**src/rtl/jtdsp16_pkg.sv**
```systemverilog
// Shared definitions for the JTDSP16 Y-space address unit.
// Optional build macro: JTDSP16_YAAU_CIRC_EN (circular-buffer registers rb/re).
package jtdsp16_pkg;

    localparam int DEF_AW = 11;

    // Post-modify encodings carried in y_field[1:0]
    typedef enum logic [1:0] {
        MOD_NONE = 2'd0,
        MOD_INC  = 2'd1,
        MOD_DEC  = 2'd2,
        MOD_J    = 2'd3
    } mod_e;

    // Register codes used by r_sel for loads and readback
    typedef enum logic [2:0] {
        RSEL_R0  = 3'd0,
        RSEL_R1  = 3'd1,
        RSEL_R2  = 3'd2,
        RSEL_R3  = 3'd3,
        RSEL_RB  = 3'd4,
        RSEL_RE  = 3'd5,
        RSEL_J   = 3'd6,
        RSEL_RSV = 3'd7
    } rsel_e;

endpackage

```
**src/rtl/jtdsp16_yaau_ptr.sv**
```systemverilog
// One Y-space pointer register with post-modify and optional circular wrap.
// Optional build macro: JTDSP16_YAAU_CIRC_EN (wrap from re back to rb).
module jtdsp16_yaau_ptr
    import jtdsp16_pkg::*;
#(
    parameter int AW = DEF_AW
) (
    input  logic          rst,
    input  logic          clk,
    input  logic          cen,
    input  logic          mod_en,
    input  mod_e          mod,
    input  logic          load_en,
    input  logic [AW-1:0] load_val,
    input  logic [AW-1:0] j_low,
`ifdef JTDSP16_YAAU_CIRC_EN
    input  logic [AW-1:0] rb,
    input  logic [AW-1:0] re,
`endif
    output logic [AW-1:0] ptr
);

    logic [AW-1:0] ptr_reg;
    logic [AW-1:0] ptr_next;
    logic [AW-1:0] inc;
    logic [AW-1:0] sum;

    // Next pointer: an explicit load beats the post-modify of the same cycle
    always_comb begin
        inc = '0;
        case (mod)
            MOD_INC: inc = AW'(1);
            MOD_DEC: inc = '1;
            MOD_J:   inc = j_low;
            default: inc = '0;
        endcase
        sum = ptr_reg + inc;
`ifdef JTDSP16_YAAU_CIRC_EN
        // Only forward steps wrap; a zero re disables the buffer
        if ((mod == MOD_INC || mod == MOD_J) && re != '0 && ptr_reg == re)
            sum = rb;
`endif
        ptr_next = ptr_reg;
        if (load_en)
            ptr_next = load_val;
        else if (mod_en)
            ptr_next = sum;
    end

    // Pointer state, frozen while cen is low
    always_ff @(posedge clk) begin
        if (!rst)
            ptr_reg <= '0;
        else if (cen)
            ptr_reg <= ptr_next;
    end

    assign ptr = ptr_reg;

endmodule

```
**src/rtl/jtdsp16_yaau.sv**
```systemverilog
// JTDSP16 Y-space address arithmetic unit and data-RAM port.
// Optional build macro: JTDSP16_YAAU_CIRC_EN (rb/re registers and circular wrap).
module jtdsp16_yaau
    import jtdsp16_pkg::*;
#(
    parameter int AW = DEF_AW
) (
    input  logic          rst,
    input  logic          clk,
    input  logic          cen,
    input  logic          acc_en,
    input  logic [3:0]    y_field,
    input  logic          wr_en,
    input  logic [15:0]   wr_data,
    input  logic          r_load,
    input  logic [2:0]    r_sel,
    input  logic [15:0]   long_imm,
    input  logic [15:0]   ram_q,
    output logic [AW-1:0] ram_addr,
    output logic          ram_we,
    output logic [15:0]   ram_din,
    output logic [15:0]   ram_dout,
    output logic          ram_load,
    output logic [15:0]   reg_dout
);

    logic [3:0][AW-1:0] ptr_q;
    logic [15:0]        j_reg;
    logic               ram_load_reg;
`ifdef JTDSP16_YAAU_CIRC_EN
    logic [AW-1:0]      rb_reg;
    logic [AW-1:0]      re_reg;
`endif

    // Four pointers share j (and rb/re when present)
    generate
        for (genvar gi = 0; gi < 4; gi++) begin : g_ptr
            jtdsp16_yaau_ptr #(.AW(AW)) u_ptr (
                .rst      (rst),
                .clk      (clk),
                .cen      (cen),
                .mod_en   (acc_en && y_field[3:2] == 2'(gi)),
                .mod      (mod_e'(y_field[1:0])),
                .load_en  (r_load && r_sel == 3'(gi)),
                .load_val (long_imm[AW-1:0]),
                .j_low    (j_reg[AW-1:0]),
`ifdef JTDSP16_YAAU_CIRC_EN
                .rb       (rb_reg),
                .re       (re_reg),
`endif
                .ptr      (ptr_q[gi])
            );
        end
    endgenerate

    // Shared modifier registers and the read-valid flag
    always_ff @(posedge clk) begin
        if (!rst) begin
            j_reg        <= '0;
            ram_load_reg <= 1'b0;
`ifdef JTDSP16_YAAU_CIRC_EN
            rb_reg       <= '0;
            re_reg       <= '0;
`endif
        end else if (cen) begin
            ram_load_reg <= acc_en & ~wr_en;
            if (r_load && r_sel == RSEL_J)
                j_reg <= long_imm;
`ifdef JTDSP16_YAAU_CIRC_EN
            if (r_load && r_sel == RSEL_RB)
                rb_reg <= long_imm[AW-1:0];
            if (r_load && r_sel == RSEL_RE)
                re_reg <= long_imm[AW-1:0];
`endif
        end
    end

    // Register readback; pointers zero-extended, j already 16 bits wide
    always_comb begin
        reg_dout = '0;
        case (rsel_e'(r_sel))
            RSEL_R0, RSEL_R1, RSEL_R2, RSEL_R3:
                reg_dout[AW-1:0] = ptr_q[r_sel[1:0]];
`ifdef JTDSP16_YAAU_CIRC_EN
            RSEL_RB: reg_dout[AW-1:0] = rb_reg;
            RSEL_RE: reg_dout[AW-1:0] = re_reg;
`endif
            RSEL_J:  reg_dout = j_reg;
            default: reg_dout = '0;
        endcase
    end

    assign ram_addr = ptr_q[y_field[3:2]];
    assign ram_we   = acc_en & wr_en & cen;
    assign ram_din  = wr_data;
    assign ram_dout = ram_q;
    assign ram_load = ram_load_reg;

endmodule

```
**config.mk**
```make
export PLATFORM = sky130hd
export DESIGN_NAME = jtdsp16_yaau
export DESIGN_NICKNAME = d
export VERILOG_FILES = /design/src/rtl/jtdsp16_pkg.sv /design/src/rtl/jtdsp16_yaau_ptr.sv /design/src/rtl/jtdsp16_yaau.sv
export SDC_FILE = /design/constraint.sdc
export NUM_CORES = 1
export LEC_CHECK = 0
export CAP_MARGIN = 30
export CORE_MARGIN = 1.5
export CORE_UTILIZATION = 57
export CTS_BUF_LIST = sky130_fd_sc_hd__clkbuf_16
export DETAILED_ROUTE_END_ITERATION = 6
export GPL_TIMING_DRIVEN = 0
export PLACE_DENSITY = 0.84
export SLEW_MARGIN = 20
export SYNTH_ARGS = -nofsm -noshare
export SYNTH_HDL_FRONTEND = slang
export SYNTH_SLANG_ARGS = --single-unit
```
**constraint.sdc**
```tcl
create_clock -name clk -period 7 [get_ports clk]
set_input_delay 1.05 -clock clk [delete_from_list [all_inputs] [get_ports clk]]
set_output_delay 1.05 -clock clk [all_outputs]
set_load 0.01 [all_outputs]
```
### Yosys cells after proc, flatten, opt, wreduce, memory -nomap -nowiden

Cells that the tools add are included.

| cells by class | value |
|---|---|
| $add $sub $neg | 4 |
| bitwise gates (word level) | 4 |
| equal/unequal tests | 10 |
| magnitude comparators | 2 |
| reduce and logical (&&, ||, !) cells | 21 |
| mux-type cells | 15 |

Operator list:

| cell | number |
|---|---|
| 2-to-1 mux 11 bit | 10 |
| adder 11 bit | 4 |
| binary-select mux 11 bit (select 2 bit) | 2 |
| case mux 11 bit (3 select lines) | 1 |
| case mux 11 bit (2 select lines) | 1 |
| AND reduction 2 bit | 5 |
| logical AND 1 bit | 9 |
| == test 2 bit, second input constant | 4 |
| nonzero test 2 bit | 4 |
| == test 3 x 2 -> 1 bit, second input constant | 2 |
| < comparator 2 x 3 -> 1 bit, second input constant | 2 |
| 2-to-1 mux 5 bit | 1 |
| == test 2 x 1 -> 1 bit, second input constant | 2 |
| OR reduction 4 bit | 1 |
| AND 1 bit | 3 |
| == test 3 x 1 -> 1 bit, second input constant | 1 |
| == test 3 bit, second input constant | 1 |
| zero test 3 bit | 1 |
| zero test 2 bit | 1 |
| inverter 1 bit | 1 |

| storage, ports and cells | value |
|---|---|
| output and inout bits | 61 |
| bits in registers | 61 |
| input port bits | 61 |

### Logic depth before layout (Yosys ltp)

| logic depth | value |
|---|---|
| depth after elaboration | 5 |
| gate-level depth with buffers | 14 |

### Modules after synthesis

Synthesis repeated with hierarchy kept, for this count alone.

| second synthesis, totals | value |
|---|---|
| cells, all modules | 782 |
| area, all modules | 6,304.8 µm² |

Modules (own cells, without submodules):

| module | times used | sequential area each (µm²) | area each (µm²) | cells an instance |
|---|---|---|---|---|
| jtdsp16_yaau_ptr at g_ptr[2].u_ptr ... | 2 | 220.2 | 1,122.3 | 145 |
| jtdsp16_yaau_ptr at g_ptr[0].u_ptr ... | 2 | 220.2 | 1,117.3 | 143 |
| jtdsp16_yaau | 1 | 340.3 | 1,825.5 | 206 |

### Worst setup path after synthesis

No wires, ideal clock.

| timing path | value |
|---|---|
| path type | input-to-reg |
| start point | in y_field[1] |
| end point | reg g_ptr[0].u_ptr.ptr_reg[8] |
| path slack | 3,323 ps |
| required time | 6,921 ps |
| path buffers | 5 |
| data arrival time | 3,598 ps |
| library setup time | 79 ps |
| cell stages on the path | 14 |
| cell sequence | buf_6 -> buf_6 -> buf_6 -> buf_2 -> buf_1 -> nand2_1 -> xnor2_1 -> ha_1 -> a31oi_1 -> a2111oi_4 -> o2111a_1 -> or3_1 -> xnor2_1 -> o211ai_1 |

| between the ends | value |
|---|---|
| cells in the longest elaborated chain, start to end | 5 |
| elaborated cells on any way between the ends | 7 |

RTL lines:

| item | line | text |
|---|---|---|
| start: declaration | jtdsp16_yaau.sv:12 | `input logic [3:0] y_field,` |
| == test 2 bit or == test 2 x 1 -> 1 bit (tied branches) | jtdsp16_yaau_ptr.sv:31 | `case (mod)` |
| case mux 11 bit (3 select lines) (*) | jtdsp16_yaau_ptr.sv:31 |  |
| adder 11 bit (*) | jtdsp16_yaau_ptr.sv:37 | `sum = ptr_reg + inc;` |
| 2-to-1 mux 11 bit (*) | jtdsp16_yaau_ptr.sv:46 | `else if (mod_en)` |
| 2-to-1 mux 11 bit (*) | jtdsp16_yaau_ptr.sv:44 | `if (load_en)` |
| end signal: assignment | jtdsp16_yaau_ptr.sv:55 | `ptr_reg <= ptr_next;` |
| end: declaration | jtdsp16_yaau_ptr.sv:23 | `logic [AW-1:0] ptr_reg;` |

Mark *: on every way between the ends. The rest lies on a longest branch, timed or not. The select of a mux whose other input is x is not followed.
A chain may end at the register's enable or synchronous reset.

### Final worst setup path

| timing path | value |
|---|---|
| start point | in r_sel[1] |
| end point | out reg_dout[5] |

| between the ends | value |
|---|---|
| cells in the longest elaborated chain, start to end | 3 |
| elaborated cells on any way between the ends | 9 |

RTL lines:

| item | line | text |
|---|---|---|
| start: declaration | jtdsp16_yaau.sv:16 | `input logic [2:0] r_sel,` |
| == test 3 x 1 -> 1 bit (tied with other cells) | jtdsp16_yaau.sv:81 | `case (rsel_e'(r_sel))` |
| OR reduction 4 bit or 2-to-1 mux 11 bit (tied branches) | jtdsp16_yaau.sv:81, jtdsp16_yaau.sv:83 |  |
| case mux 11 bit (2 select lines) (*) | jtdsp16_yaau.sv:81 |  |
| end: declaration | jtdsp16_yaau.sv:24 | `output logic [15:0] reg_dout` |

Marked as above.

==> flow_metrics.tcl <==
set metrics [dict create \
    internal-power_uw 801 \
    grt_pass1_wl_um 38400 \
    io_pins 122 \
    vias 7614 \
    p_clk_share_pct 41.2 \
    synth_edf_count 0 \
    min_period_over_period_pct 71.7 \
    synth_seq_cells 61 \
    slew_headroom_pct 30.9 \
    clock_latency_ns 0.34 \
    required_ns 5.95 \
    fmax_mhz 199 \
    violations "design-rule violations" \
    clk_path_buf_depth 2 \
    ant_nets 0 \
    grt_pass1_vias 6834 \
    seqPwrFrac_pct 31.7 \
    path_cells "clkdlybuf4s50_1 > buf_2 > buf_1 > mux4_2 > inv_1 > o21ai_0 > clkdlybuf4s50_1" \
    drc 4 \
    htreeDepth 3 \
    hpwl_um 18000 \
    cts_resized 0 \
    design.die.area_um2 11800 \
    start_util_pct 58.5 \
    fin_setup_tns_ns 0 \
    layout_commonest_cell "nand2_1" \
    fin_cells 1093 \
    p_sw_uw 377 \
    nets 1029 \
    cpLargestDelayFamily "buffers and inverters" \
    synthToLayoutAreaGrowth_pct 21.6 \
    syn-cell-area_um2 6370 \
    path_max_fanout 10 \
    diodes 0 \
    irDropWorstVdd_mv 0.131 \
    cts_buffers 9 \
    synthArstFlopShare_pct 0 \
    wl_per_cell_um 23.4 \
    comb_power_share_pct 27.1 \
    crit_top_cell "clkdlybuf4s50_1" \
    cts_tree "yes" \
    hp-start "j_reg[15]" \
    largest_reg_flops 44 \
    worstSetupStartpointType "input pin" \
    mostFrequentLayoutCells "nand2_1, clkdlybuf4s50_1, a21oi_1" \
    rsz0062_at_grt "false" \
    worst_slew_pin_slew_ns 1.03 \
    p_per_area_nw_per_um2 152 \
    drive_gt1_share_pct 12.3 \
    syn_nets 928 \
    finalClockSkew_ns 0.00508 \
    leakagePower_uw 0.00278 \
    ys_warn_count 0 \
    synthCells 847 \
    crit_start "r_sel[1]" \
    num_rows 38 \
    path_buf_inv 5 \
    ys.flop_type "dfxtp_1" \
    cts-root-buf "clkbuf_16" \
    max_stage_delay_ns 0.77 \
    fin_crit_ns 5.02 \
    drt_iter0_drc 1291 \
    end_kind "output port" \
    ys_seq_area_share_pct 19.2 \
    slowest_stage "buf_1" \
    maxCapViolations 0 \
    grtUsageTotal_pct 44.1 \
    cts_setup_buffers 0 \
    worstReg2RegStart "j_reg[1]" \
    drt_pass1_iterations 7 \
    synth.distinct_cells 83 \
    placedCellCount 1075 \
    status "complete, but fails checks" \
    hold_viol_final 0 \
    cts_sinks 61 \
    hold_class "reg -> reg" \
    gp_congestion 1.02 \
    wl_um 25600 \
    die_h_um 109 \
    core-area_um2 10900 \
    grt_max_degree 11 \
    cp.arrival_ns 3.97 \
    switching_share_pct 32.0 \
    antenna_found_initial 0 \
    overflow 0 \
    syn_area_per_cell_um2 7.52 \
    clk_pin_slew_ns 0.06 \
    ctsHoldBuffers 0 \
    port_buffers 87 \
    die_w_um 109 \
    worst-setup-path-type "in -> out" \
    drv_slew 0 \
    via_per_inst 6.97 \
    setup_viol_count_final 0 \
]
synth_stat cells, types with 15 or more instances:
master	count	area [µm²]
a21oi_1	75	375
and3_1	15	93.8
o21a_1	15	113
nor2_1	45	169
o21ai_0	49	245
a31oi_1	20	125
nand3_1	19	95.1
buf_2	16	80.1
inv_1	28	105
nand2_1	104	390
clkbuf_1	44	165
xnor2_1	32	280
ha_1	20	250
dfxtp_1	61	1220
buf_4	33	248
mux4_2	22	495
stage by stage:
step	setup slack, ns	power (µW)	hold slack, ns	cell area [µm²]	utilization (%)
floorplan	3.32	569	0.432	6370	-
global placement	2.07	681	0.440	7420	68.1
detailed placement	2.08	684	0.444	7430	68.2
CTS	2.08	1160	0.451	7730	71.0
global route	1.93	1210	0.464	7750	71.2
finish	1.98	1180	0.449	7750	71.2
worst min-delay path: stages, from the launching register on:
cell and delay, ns:
dfxtp_1 0.30, nand2_1 0.05, a21oi_1 0.05
power groups by stage:
stage / Clock (µW) / Combinational, µW / Sequential, µW
3_5_place_dp: 0 / 304 / 380
4_1_cts: 481 / 306 / 373
3_3_place_gp: 0 / 301 / 380
5_1_grt: 495 / 336 / 375
2_1_floorplan: 0 / 193 / 376
6_report: 485 / 319 / 374
routing by layer:
metal / GRT usage [%] / up-vias / routed length [µm]
met5: 0 / - / 0
li1: - / 3308 / -
met4: 27.9 / 0 / 1870
met2: 61.6 / 673 / 10300
met1: 58.2 / 3482 / 9600
met3: 14.0 / 151 / 3860
worst paths after layout:
check	cells after the start	slack, ns	endpoint
setup / recovery	7	1.98	reg_dout[5]
hold / removal	2	0.45	j_reg[15]
setup reg to reg	11	3.88	g_ptr[2].u_ptr.ptr[8]
hold reg to reg	2	0.45	j_reg[15]
kinds of logic after synthesis:
kind of cell,count (synthesis),share of synthesized area (%)
AOI/OAI and AO/OA,282,30.0
DFF,61,19.2
and+or+nand+nor,281,22.1
muxes,26,8.40
buffers and inverters,138,11.1
adders and majority gates,21,4.08
xor gates and xnor gates,38,5.22
layout make-up:
class / instances / area, µm²
Buffer: 109 / 598
Clock inverter: 7 / 81.3
Inverter: 29 / 109
Sequential cell: 61 / 1220
Timing Repair Buffer: 90 / 897
Multi-Input combinational cell: 648 / 4450
Tap cell: 140 / 175
Fill cell: 963 / 3140
Clock buffer: 9 / 225
(Power assumes the default switching activity.)
